### config.mk
export PLATFORM = sky130hd
export DESIGN_NAME = regfile_wb_scheduler
export DESIGN_NICKNAME = d
export VERILOG_FILES = /design/src/rtl/rv_pkg.sv /design/src/rtl/rr_arb2.sv /design/src/rtl/regfile_wb_scheduler.sv
export SDC_FILE = /design/constraint.sdc
export NUM_CORES = 1
export LEC_CHECK = 0
export CAP_MARGIN = 15
export CORE_AREA = 3 3 115 106
export DETAILED_ROUTE_END_ITERATION = 16
export DIE_AREA = 0 0 118 109
export PLACE_DENSITY = 0.81
export SETUP_SLACK_MARGIN = 0.2
export SLEW_MARGIN = 20
export SYNTH_ARGS = -nofsm -noshare
export SYNTH_HDL_FRONTEND = slang
export SYNTH_HIERARCHICAL = 1
export SYNTH_SLANG_ARGS = --single-unit
### constraint.sdc
create_clock -name clk -period 3 [get_ports clk]
set_input_delay 0.6 -clock clk [delete_from_list [all_inputs] [get_ports clk]]
set_output_delay 0.6 -clock clk [all_outputs]
set_load 0.01 [all_outputs]
### src/rtl/rv_pkg.sv
// Shared RV32I register-file types: data width, register index type and writeback source encoding.
package rv_pkg;

    localparam int unsigned XLEN      = 32;
    localparam int unsigned REG_COUNT = 32;
    localparam int unsigned REG_IDX_W = 5;

    typedef logic [REG_IDX_W-1:0] reg_idx_t;

    // Writeback source; also the bit position of that source in arbiter req/gnt vectors.
    typedef enum logic {
        WB_ALU  = 1'b0,
        WB_LOAD = 1'b1
    } wb_src_t;

endpackage

### src/rtl/rr_arb2.sv
// Two-requester round-robin arbiter; bit 0 = ALU, bit 1 = load writeback.
module rr_arb2
    import rv_pkg::*;
(
    input  logic       clk,
    input  logic       rst,
    input  logic [1:0] req,
    output logic [1:0] gnt
);

    wb_src_t rr_last_q;
    wb_src_t rr_last_d;

    // Grant the sole requester, or on contention the one not granted last.
    always_comb begin
        gnt       = 2'b00;
        rr_last_d = rr_last_q;
        if (req == 2'b11) begin
            if (rr_last_q == WB_ALU) begin
                gnt = 2'b10;
            end else begin
                gnt = 2'b01;
            end
        end else begin
            gnt = req;
        end
        if (gnt[1]) begin
            rr_last_d = WB_LOAD;
        end else if (gnt[0]) begin
            rr_last_d = WB_ALU;
        end
    end

    // Remember the most recently granted source.
    always_ff @(posedge clk or posedge rst) begin
        if (rst) begin
            rr_last_q <= WB_ALU;
        end else begin
            rr_last_q <= rr_last_d;
        end
    end

endmodule

### src/rtl/regfile_wb_scheduler.sv
// Register-file write scheduler: hazard scoreboard, load tracking and a shared write-port commit stage.
module regfile_wb_scheduler #(
    parameter int unsigned XLEN      = rv_pkg::XLEN,
    parameter int unsigned MAX_LOADS = 4,
    parameter int unsigned CNT_W     = 3
) (
    input  logic                  clk,
    input  logic                  rst,

    input  logic                  issue_valid,
    input  rv_pkg::reg_idx_t      issue_rs1,
    input  rv_pkg::reg_idx_t      issue_rs2,
    input  rv_pkg::reg_idx_t      issue_rd,
    input  logic                  issue_uses_rs1,
    input  logic                  issue_uses_rs2,
    input  logic                  issue_writes_rd,
    input  logic                  issue_is_load,
    output logic                  issue_ready,

    input  logic                  alu_wb_valid,
    input  rv_pkg::reg_idx_t      alu_wb_rd,
    input  logic [XLEN-1:0]       alu_wb_data,
    output logic                  alu_wb_ready,

    input  logic                  ld_wb_valid,
    input  rv_pkg::reg_idx_t      ld_wb_rd,
    input  logic [XLEN-1:0]       ld_wb_data,
    output logic                  ld_wb_ready,

    output logic                  rf_reg_write,
    output rv_pkg::reg_idx_t      rf_rd,
    output logic [XLEN-1:0]       rf_rd_write_data,

    output logic [31:0]           pending,
    output logic [CNT_W-1:0]      loads_outstanding
);

    import rv_pkg::*;

    logic [REG_COUNT-1:0] pending_q, pending_d;
    logic [REG_COUNT-1:0] cmask, eff_pending, set_mask;
    logic [CNT_W-1:0]     loads_q, loads_d;
    logic                 rf_we_q, rf_we_d;
    reg_idx_t             rf_rd_q, rf_rd_d;
    logic [XLEN-1:0]      rf_data_q, rf_data_d;

    logic                 hazard;
    logic                 loads_full;
    logic                 issue_fire;
    logic                 ld_issue;
    logic                 ld_grant;
    logic [1:0]           req;
    logic [1:0]           gnt;

    // Write port arbitration between ALU (bit 0) and load (bit 1) writeback.
    assign req = {ld_wb_valid, alu_wb_valid};

    rr_arb2 u_arb (
        .clk (clk),
        .rst (rst),
        .req (req),
        .gnt (gnt)
    );

    assign alu_wb_ready = gnt[0];
    assign ld_wb_ready  = gnt[1];
    assign ld_grant     = gnt[1];

    // Register being written this cycle is forwarded by the regfile, so it no longer blocks issue.
    always_comb begin
        cmask = '0;
        if (rf_we_q) begin
            cmask = REG_COUNT'(1) << rf_rd_q;
        end
        eff_pending = pending_q & ~cmask;
    end

    // RAW/WAW hazard detection and load-capacity check.
    always_comb begin
        hazard = 1'b0;
        if (issue_uses_rs1 && (issue_rs1 != '0) && eff_pending[issue_rs1]) begin
            hazard = 1'b1;
        end
        if (issue_uses_rs2 && (issue_rs2 != '0) && eff_pending[issue_rs2]) begin
            hazard = 1'b1;
        end
        if (issue_writes_rd && (issue_rd != '0) && eff_pending[issue_rd]) begin
            hazard = 1'b1;
        end
        loads_full  = (loads_q == CNT_W'(MAX_LOADS));
        issue_ready = !hazard && !(issue_is_load && loads_full);
        issue_fire  = issue_valid && issue_ready;
        ld_issue    = issue_fire && issue_is_load;
    end

    // Scoreboard next state: commit clears, a new issue sets (set wins on the same register).
    always_comb begin
        set_mask = '0;
        if (issue_fire && issue_writes_rd && (issue_rd != '0)) begin
            set_mask = REG_COUNT'(1) << issue_rd;
        end
        pending_d    = eff_pending | set_mask;
        pending_d[0] = 1'b0;
    end

    // Outstanding-load counter; saturates at zero on an unexpected load return.
    always_comb begin
        loads_d = loads_q;
        unique case ({ld_issue, ld_grant})
            2'b10: loads_d = loads_q + CNT_W'(1);
            2'b01: loads_d = (loads_q == '0) ? '0 : loads_q - CNT_W'(1);
            default: loads_d = loads_q;
        endcase
    end

    // Commit stage next state: capture the granted writeback, hold address/data when idle.
    always_comb begin
        rf_we_d   = 1'b0;
        rf_rd_d   = rf_rd_q;
        rf_data_d = rf_data_q;
        if (gnt[1]) begin
            rf_we_d   = (ld_wb_rd != '0);
            rf_rd_d   = ld_wb_rd;
            rf_data_d = ld_wb_data;
        end else if (gnt[0]) begin
            rf_we_d   = (alu_wb_rd != '0);
            rf_rd_d   = alu_wb_rd;
            rf_data_d = alu_wb_data;
        end
    end

    // State registers.
    always_ff @(posedge clk or posedge rst) begin
        if (rst) begin
            pending_q <= '0;
            loads_q   <= '0;
            rf_we_q   <= 1'b0;
            rf_rd_q   <= '0;
            rf_data_q <= '0;
        end else begin
            pending_q <= pending_d;
            loads_q   <= loads_d;
            rf_we_q   <= rf_we_d;
            rf_rd_q   <= rf_rd_d;
            rf_data_q <= rf_data_d;
        end
    end

    // A load return with no load outstanding is an upstream protocol violation.
    assert property (@(posedge clk) disable iff (rst) !(ld_grant && (loads_q == '0)));

    assign rf_reg_write      = rf_we_q;
    assign rf_rd             = rf_rd_q;
    assign rf_rd_write_data  = rf_data_q;
    assign pending           = pending_q;
    assign loads_outstanding = loads_q;

endmodule

==> impl_metrics.ini <==
[run_status]
status = complete, but fails checks
violations = negative setup slack

[final_layout]
syn_to_final_growth_pct = 58.07
diodes = 0
multiInputGateArea_um2 = 3283
layout_common_cells = 167 x clkdlybuf4s50_1, 93 x buf_4, 75 x o21ai_0
layout.area.seq_um2 = 1829
final_common_cell = clkdlybuf4s50_1
finish.utilization_pct = 74.55
finalNonFillerCells = 955
drive_above_1_share_pct = 24.41
fill_cells = 773
final_nets = 903
fin_area_um2 = 8160

[logic_synthesis]
synthAdderAreaFrac_pct = 1.454
synth_area_per_cell_um2 = 9.153
synth_area_leaders = dfrtp_1 35%, mux2i_1 12%, o21ai_0 8.0%
synth_top_family_by_area = compound AO/OA/AOI/OAI gates
ys.flop_type = dfrtp_1
synth_top_area_share_pct = 35.39
ys_ff_latch = 73
synth_warnings = 6
synth.distinct_cells = 71
ys_seq_area_share_pct = 35.39
synth_compound_area_share_pct = 22.42
synth.cell_area_um2 = 5162
synth_edf_count = 0
synthSimpleGateAreaFrac_pct = 17.57
async_flop_share_pct = 100.0
synth-xor-area-share_pct = 1.333
syn_inst = 564
synth.area.mux_share_pct = 16.14
yosys.area.top_type = dfrtp_1
syn_nets = 668

[route]
antenna_left = 0
drt_pass1_iterations = 5
drcViolationCount = 0
viasPerCell = 6.054
dr.first_iter.drc_count = 701
vias = 5782
routed_wl_um = 20740
wl_per_cell_um = 21.72

[sta]
max_freq_mhz = 325.2
period_minus_slack_ns = 3.075
hold_ws_ns = 0.4623
relSlewSlack_pct = 48.63
skew_ns = 0.005639
fin_crit_sh_pct = 102.5
setup_ws_ns = -0.07470
hold_viol = 0
fin_setup_tns_ns = -0.1281
worst_pin_slew_ns = 0.7677
finalSetupViolCount = 3
rsz0062_at_grt = yes
drv_slew = 0

[floorplan]
placement_rows = 36
core-area_um2 = 10950
die_area_um2 = 12860
initial_core_util_pct = 47.17
dieHeight_um = 109
io_pins = 174
dieWidth_um = 118

[global_routing]
grt_pass1_vias = 5855
grt_use_total_pct = 31.67
grt_pass1_wl_um = 31750
grt_overflow = 0
grt_max_degree = 78
antenna_found_initial = 0

[critical_path]
start_kind = primary input
path_delay_family = buffers and inverters
crit_slowest_cell = clkdlybuf4s50_1
arrival_ns = 2.47
path_buf_inv = 4
end_kind = primary output
worst-path-max-fanout = 9
critPathKind = in -> out
required_ns = 2.40
max_stage_delay_ns = 0.53
path_cells = clkdlybuf4s50_1, buf_4, nor4b_1, o2111ai_1, nand4_1, o21ai_1, o2111a_1, nand4_4, inv_2, buf_6

[clock_tree]
cts.sinks = 73
worstSkewPairLatency_ns = 0.33
cts_hold_buf = 0
cts_root_buffer = clkbuf_16
cts_buffer_depth = 2
clk_pin_slew_ns = 0.05
htree_num_levels = 3
cts_tree = done
cts_inserted_buffers = 9

[placement]
dpl_worst_slack_ns = -0.7495
io_buffer_count = 172
dp_cells = 938
hpwl_um = 15730
gp_congestion = 1.023
placed_area_um2 = 7660

[power_and_ir_drop]
ir_drop_mv = 0.5107
finalPower_mw = 5.638
p_leak_nw = 3.313
p_per_area_nw_per_um2 = 690.9

[hold_path]
min_path_type = in -> async

[run]
drv_cap = 0
-- state kept, by name, summed over array words and instances (netlist names) --
register	cells
rf_rd_write_data	32
pending	31
rf_rd	5
loads_outstanding	3
rf_reg_write	1
u_arb/rr_last_q	1
-- logic make-up after synthesis --
kind of cell / Yosys count
AOI/OAI and AO/OA: 174
and+or+nand+nor: 162
muxes: 77
DFF: 73
buffers and inverters: 64
xor gates and xnor gates: 7
adders and majority gates: 6
other: 1
-- per-layer routing --
metal | vias up | wire length [µm] | global-route usage (%)
li1 | 2572 | - | -
met1 | 2780 | 8106 | 40.28
met2 | 353 | 9798 | 51.50
met3 | 77 | 2005 | 8.195
met4 | 0 | 833 | 14.06
met5 | - | 0 | 0
-- path summary, 6_finish.rpt --
path	startpoint	endpoint	slack, ns	cells after the start
min in group clk	u_arb/rr_last_q	u_arb/rr_last_q	0.56	1
max in group asynchronous	rst	rf_rd_write_data[13]	1.79	3
max	issue_rd[3]	issue_ready	-0.07	10
max reg2reg	rf_rd[4]	loads_outstanding[2]	-0.04	13
min	rst	u_arb/rr_last_q	0.46	2
min reg2reg	u_arb/rr_last_q	u_arb/rr_last_q	0.56	1
-- synth_stat cells (all sizes together) (3+ instances only) --
cell / n
nor3b: 7
dfrtp: 73
nor2: 10
nor4: 3
a311oi: 5
ha: 6
clkbuf: 22
nor2b: 7
o311ai: 13
a211oi: 3
inv: 16
buf: 26
a221oi: 3
or2: 6
nand4b: 3
xor2: 5
nor3: 10
nand4bb: 3
nand2b: 5
o22ai: 3
mux2: 10
nand4: 10
o211ai: 4
mux4: 4
and3: 4
a21oi: 3
o2111ai: 7
o21ai: 115
nand2: 67
nor4b: 3
nand3: 13
mux2i: 63
-- cell type report --
class,instances,area share (%)
clock buffer,11,3.097
timing repair buffer,272,30.83
sequential,73,22.42
multi-input combinational,427,40.23
tap,152,2.331
inverter,16,0.7360
clock inverter,4,0.3527
-- power breakdown --
part | leakage [nW] | internal, mW | switching, mW
clock | 0.134 | 0.600 | 0.404
sequential | 0.865 | 1.29 | 0.481
combinational | 2.31 | 1.51 | 1.35
-- timing repair --
| action | CTS | global route |
|---|---|---|
| pin swaps | 9 | 5 |
| resized for setup | 33 | 27 |
| gates cloned | 0 | 0 |
| buffers inserted | 2 | 0 |
| endpoints found under the setup margin | 35 | 35 |
Power figures use the tool's default switching activity.
